==> config.mk <==
export PLATFORM = sky130hd
export DESIGN_NAME = valid_busy_control_mc
export DESIGN_NICKNAME = d
export VERILOG_FILES = /design/src/rtl/valid_busy_control_mc.sv
export SDC_FILE = /design/constraint.sdc
export NUM_CORES = 1
export LEC_CHECK = 0
export ABC_AREA = 1
export CORE_MARGIN = 4
export CORE_UTILIZATION = 54
export DETAILED_ROUTE_END_ITERATION = 8
export GPL_TIMING_DRIVEN = 0
export PLACE_DENSITY = 0.81
export REMOVE_ABC_BUFFERS = 1
export SLEW_MARGIN = 25
export SYNTH_ARGS = -nofsm -noshare
export SYNTH_HDL_FRONTEND = slang
export SYNTH_SLANG_ARGS = --single-unit
==> constraint.sdc <==
create_clock -name clk -period 1.78 [get_ports clk]
set_input_delay 0.178 -clock clk [delete_from_list [all_inputs] [get_ports clk]]
set_output_delay 0.178 -clock clk [all_outputs]
set_load 0.05 [all_outputs]
==> src/rtl/valid_busy_control_mc.sv <==
// Multi-channel valid/busy handshake model: each channel holds busy for a programmable
// length, enforces a programmable low gap, and queues a bounded number of early requests.
module valid_busy_control_mc #(
    parameter int unsigned NUM_CH     = 4,
    parameter int unsigned CNT_W      = 4,
    parameter int unsigned PEND_DEPTH = 2,
    parameter int unsigned PEND_W     = (PEND_DEPTH > 0) ? $clog2(PEND_DEPTH + 1) : 1
) (
    input  logic                     clk,
    input  logic                     rst_n,
    input  logic                     soft_clr,
    input  logic [NUM_CH-1:0]        valid,
    input  logic [CNT_W-1:0]         cfg_busy_len,
    input  logic [CNT_W-1:0]         cfg_gap_len,
    output logic [NUM_CH-1:0]        busy,
    output logic [NUM_CH-1:0]        done,
    output logic [NUM_CH-1:0]        overflow,
    output logic [NUM_CH*PEND_W-1:0] pend_cnt
);

    typedef enum logic [1:0] {StIdle, StBusy, StGap} state_e;

    logic [CNT_W-1:0] busy_len_eff;
    assign busy_len_eff = (cfg_busy_len == '0) ? CNT_W'(1) : cfg_busy_len;

    for (genvar g = 0; g < NUM_CH; g++) begin : g_ch
        state_e           state_q;
        logic [CNT_W-1:0] cnt_q;
        logic [CNT_W-1:0] len_q;
        logic [CNT_W-1:0] gap_q;
        logic [PEND_W-1:0] pend_q;
        logic             busy_q;
        logic             done_q;
        logic             ovf_q;

        logic last_busy;
        logic last_gap;
        logic decide;
        logic launch;
        logic pend_full;

        assign last_busy = (state_q == StBusy) && (cnt_q == len_q);
        assign last_gap  = (state_q == StGap) && (cnt_q == gap_q);
        // The launch decision happens at the end of the gap, or at the end of busy when G=0.
        assign decide    = (last_busy && (gap_q == '0)) || last_gap;
        assign launch    = decide && ((pend_q != '0) || valid[g]);
        assign pend_full = (pend_q >= PEND_W'(PEND_DEPTH));

        always_ff @(posedge clk or negedge rst_n) begin
            if (!rst_n) begin
                state_q <= StIdle;
                cnt_q   <= '0;
                len_q   <= '0;
                gap_q   <= '0;
                pend_q  <= '0;
                busy_q  <= 1'b0;
                done_q  <= 1'b0;
                ovf_q   <= 1'b0;
            end else if (soft_clr) begin
                state_q <= StIdle;
                cnt_q   <= '0;
                len_q   <= '0;
                gap_q   <= '0;
                pend_q  <= '0;
                busy_q  <= 1'b0;
                done_q  <= 1'b0;
                ovf_q   <= 1'b0;
            end else begin
                done_q <= 1'b0;
                ovf_q  <= 1'b0;

                case (state_q)
                    StIdle: begin
                        if (valid[g]) begin
                            state_q <= StBusy;
                            busy_q  <= 1'b1;
                            cnt_q   <= CNT_W'(1);
                            len_q   <= busy_len_eff;
                            gap_q   <= cfg_gap_len;
                        end
                    end
                    StBusy: begin
                        if (last_busy) begin
                            done_q <= 1'b1;
                            if (gap_q != '0) begin
                                state_q <= StGap;
                                busy_q  <= 1'b0;
                                cnt_q   <= CNT_W'(1);
                            end else if (launch) begin
                                state_q <= StBusy;
                                busy_q  <= 1'b1;
                                cnt_q   <= CNT_W'(1);
                                len_q   <= busy_len_eff;
                                gap_q   <= cfg_gap_len;
                            end else begin
                                state_q <= StIdle;
                                busy_q  <= 1'b0;
                                cnt_q   <= '0;
                            end
                        end else begin
                            cnt_q <= cnt_q + CNT_W'(1);
                        end
                    end
                    StGap: begin
                        if (last_gap) begin
                            if (launch) begin
                                state_q <= StBusy;
                                busy_q  <= 1'b1;
                                cnt_q   <= CNT_W'(1);
                                len_q   <= busy_len_eff;
                                gap_q   <= cfg_gap_len;
                            end else begin
                                state_q <= StIdle;
                                busy_q  <= 1'b0;
                                cnt_q   <= '0;
                            end
                        end else begin
                            cnt_q <= cnt_q + CNT_W'(1);
                        end
                    end
                    default: begin
                        state_q <= StIdle;
                        busy_q  <= 1'b0;
                        cnt_q   <= '0;
                    end
                endcase

                // A request seen while idle is consumed by the launch and never queued.
                if (state_q != StIdle) begin
                    if (decide) begin
                        if (launch && !valid[g] && (pend_q != '0)) begin
                            pend_q <= pend_q - PEND_W'(1);
                        end
                    end else if (valid[g]) begin
                        if (!pend_full) begin
                            pend_q <= pend_q + PEND_W'(1);
                        end else begin
                            ovf_q <= 1'b1;
                        end
                    end
                end
            end
        end

        assign busy[g]                       = busy_q;
        assign done[g]                       = done_q;
        assign overflow[g]                   = ovf_q;
        assign pend_cnt[g*PEND_W +: PEND_W]  = pend_q;
    end

endmodule

==> results.yml <==
floorplanning:
  die_w_um: 103
  start_util: 0.560
  die_y_um: 103
  die_area_mm2: 0.0107
  ios: 35
  core-area_mm2: 0.00876
  row_count: 34
finish:
  areaGrowthSynthToFinish_pct: 31.8
  nets: 820
  final_core_util: 0.738
  final_area_mm2: 0.00646
  drive_gt1_frac: 0.252
  n_antenna_cell: 0
  most-common-layout-cells: "nand2_1 (200), inv_1 (73), nor2_1 (64), dfrtp_1 (60), buf_4 (53)"
  final_common_cell: "nand2_1"
setup_path:
  crit_end: "g_ch[3].state_q[0]$_DFFE_PN0P_"
  crit_required_ps: 2060
  critical_path_arrival_ps: 2130
  regToRegEndpoint: "g_ch[3].state_q[0]$_DFFE_PN0P_"
  crit_type: "register to register"
  critPathLaunchType: "register"
  worstSetupEndpointType: "register"
  cp_max_fo: 4
  cpPeakStageDelay_ps: 430
  reg2reg_depth: 11
  path_cells: "inv_2, ha_4, o21ai_2, nor2_1, nand3_2, nand2_2, nand2_4, o21ai_4, buf_4, nand3_1, o21ai_1"
  setup.worst_path.start: "g_ch[3].state_q[0]$_DFFE_PN0P_"
  rrSetupSlack_ps: -70
  crit_slowest_cell: "dfrtp_1"
  r2r-start: "g_ch[3].state_q[0]$_DFFE_PN0P_"
outcome:
  violations: "negative setup slack"
  status: "complete, but fails checks"
cts:
  cts_root_buf: "clkbuf_8"
  path_clk_slew_ps: 80
  clock-sinks: 72
  cts_made_buffers: 9
  insertion_delay_ps: 360
  cts_tree: "yes"
  cts_buffer_depth: 2
  htree_levels: 3
sta:
  period_share: 1.04
  rsz0062_at_grt: "true"
  hold_viol: 0
  fin_ws_ps: -67.7
  worst_slew_pin_slew_ps: 504
  drv_slew: 0
  maxSlewHeadroom: 0.663
  finClkSkew_ps: 8.01
  period_minus_slack_ps: 1850
  setup_viol: 10
  clock.fmax_mhz: 541
placement:
  place.gp.congestion: 0.867
  io_buffers: 34
  placed_area_mm2: 0.00528
  pre_cts_ws_ps: -554
  post-dp-hpwl_um: 7960
drt:
  wl_per_cell_um: 15.5
  dr.first_iter.drc_count: 293
  drc_errors: 0
  routed_wl_um: 13900
  ant_nets: 0
  first_pass_iters: 5
  via_count: 5078
  viasPerCell: 5.65
power:
  pwr_density_cell_mw_per_mm2: 1620
  p_leak_nw: 3.31
  power.total_mw: 10.5
  peakVddDrop_mv: 0.945
grt:
  gr-total-overflow: 0
  grt_first_pass_wirelength_um: 19800
  grtUsageTotal: 0.232
  grt_max_degree: 50
  antenna_found_initial: 0
  first_global_vias: 4436
yosys:
  ys_seq_area_frac: 0.367
  yosysUniqueCellTypes: 38
  ys_ff_latch: 72
  synth_warnings: 0
  synthCells: 696
  syn_area_mm2: 0.00491
  synth_area_per_cell_um2: 7.05
flow_run:
  max_cap_viol_count: 0
hold_path:
  min_path_type: "primary input to register"
==> layout make-up <==
class                   count  area, um^2
fillers                   607        2300
repair inverters            1        7.51
well taps                 108         135
clock buffers              12         155
multi-input cells         508        2980
clock inverters             4        76.3
repair buffers             97         898
flip-flops and latches     72        1820
inverters                  96         397
==> timing repair <==
action	CTS	global route
pin swaps	16	33
buffers inserted	25	35
resized for setup	46	91
setup endpoints to repair	52	57
hold buffers	1	0
cloned	2	1
endpoints found under the hold margin	23	0
==> worst max-delay path, delay by kind of cell (launching register included) <==
kind	cells	cell delay, ps
buffers and inverters	2	270
flip-flops	1	430
AND/OR/NAND/NOR	5	500
AO/OA/AOI/OAI	3	420
adder cells (fa/ha/maj)	1	150
==> power by group <==
group	internal [mW]	leakage, nW	switching [mW]
Sequential	2.13	0.941	0.540
Combinational	2.44	2.25	3.84
Clock	0.869	0.113	0.665
==> cells in the mapped netlist <==
master | number | area [um^2]
nand4_2 | 1 | 12.5
o211ai_1 | 4 | 30.0
inv_2 | 6 | 22.5
nand2_1 | 214 | 803
a22o_1 | 1 | 8.76
buf_2 | 2 | 10.0
a21oi_1 | 15 | 75.1
nand3_2 | 6 | 60.1
a31oi_1 | 1 | 6.26
a21boi_1 | 1 | 7.51
nand4_1 | 34 | 213
nor3_1 | 9 | 45.0
xnor2_1 | 2 | 17.5
nand3_4 | 3 | 52.6
o21ai_4 | 1 | 16.3
nor4_1 | 1 | 6.26
o22ai_1 | 2 | 12.5
o21ai_0 | 23 | 115
nor2_1 | 82 | 308
or2_2 | 1 | 6.26
buf_4 | 15 | 113
nor2_2 | 1 | 6.26
nand2_2 | 5 | 31.3
dfrtp_1 | 72 | 1800
inv_1 | 88 | 330
clkinv_1 | 2 | 7.51
nor2_4 | 2 | 22.5
ha_1 | 20 | 250
nand2_4 | 4 | 45.0
o21ai_1 | 1 | 5.00
nand3_1 | 50 | 250
o41ai_1 | 2 | 17.5
nand3b_1 | 2 | 15.0
clkbuf_1 | 4 | 15.0
xor2_1 | 16 | 140
buf_6 | 1 | 11.3
and3_1 | 1 | 6.26
nor3_2 | 1 | 10.0
==> worst min path at each step <==
stage	slack, ps	depth (start not counted)	startpoint	end
2_1_floorplan	-120	0	rst_n	g_ch[0].cnt_q[0]$_DFFE_PN0P_
3_3_place_gp	470	2	g_ch[1].gap_q[0]$_DFFE_PN0P_	g_ch[1].gap_q[0]$_DFFE_PN0P_
3_5_place_dp	110	1	rst_n	g_ch[0].done_q$_DFF_PN0_
4_1_cts	240	2	soft_clr	g_ch[3].pend_q[0]$_DFFE_PN0P_
5_1_grt	260	2	soft_clr	g_ch[3].pend_q[0]$_DFFE_PN0P_
6_report	250	2	soft_clr	g_ch[3].pend_q[0]$_DFFE_PN0P_
==> cells by family (layout without fill, tap and decap cells) <==
group | count (synthesis) | count (layout) | synth area share
simple gates | 417 | 419 | 0.386
xor+xnor | 18 | 18 | 0.0321
fa+ha+maj | 20 | 20 | 0.0510
flops | 72 | 72 | 0.367
buf+inv | 118 | 210 | 0.104
compound gates | 51 | 51 | 0.0599
==> stage by stage <==
| step | hold slack [ps] | setup TNS [ps] | std cells |
|---|---|---|---|
| floorplan | -118 | -8460 | 674 |
| global route | 256 | -3750 | 898 |
| CTS | 243 | -86.7 | 862 |
| finish | 246 | -165 | 898 |
| global placement | 467 | -236850 | 816 |
| detailed placement | 109 | -17570 | 818 |
==> metal layers <==
| layer | track usage | wire, um | vias to the layer above |
|---|---|---|---|
| met2 | 0.389 | 6820 | 224 |
| met3 | 0.0369 | 879 | 54 |
| met5 | 0 | 0 | - |
| met1 | 0.303 | 5680 | 2405 |
| met4 | 0.0857 | 503 | 0 |
| li1 | - | - | 2395 |
==> sequential cells by signal, indices dropped and copies added, names as in the netlist <==
register and cells:
g_ch.cnt_q 16, g_ch.gap_q 16, g_ch.len_q 16, g_ch.pend_q 8, g_ch.state_q 8, g_ch.done_q 4
g_ch.ovf_q 4
(Power assumes the default switching activity.)
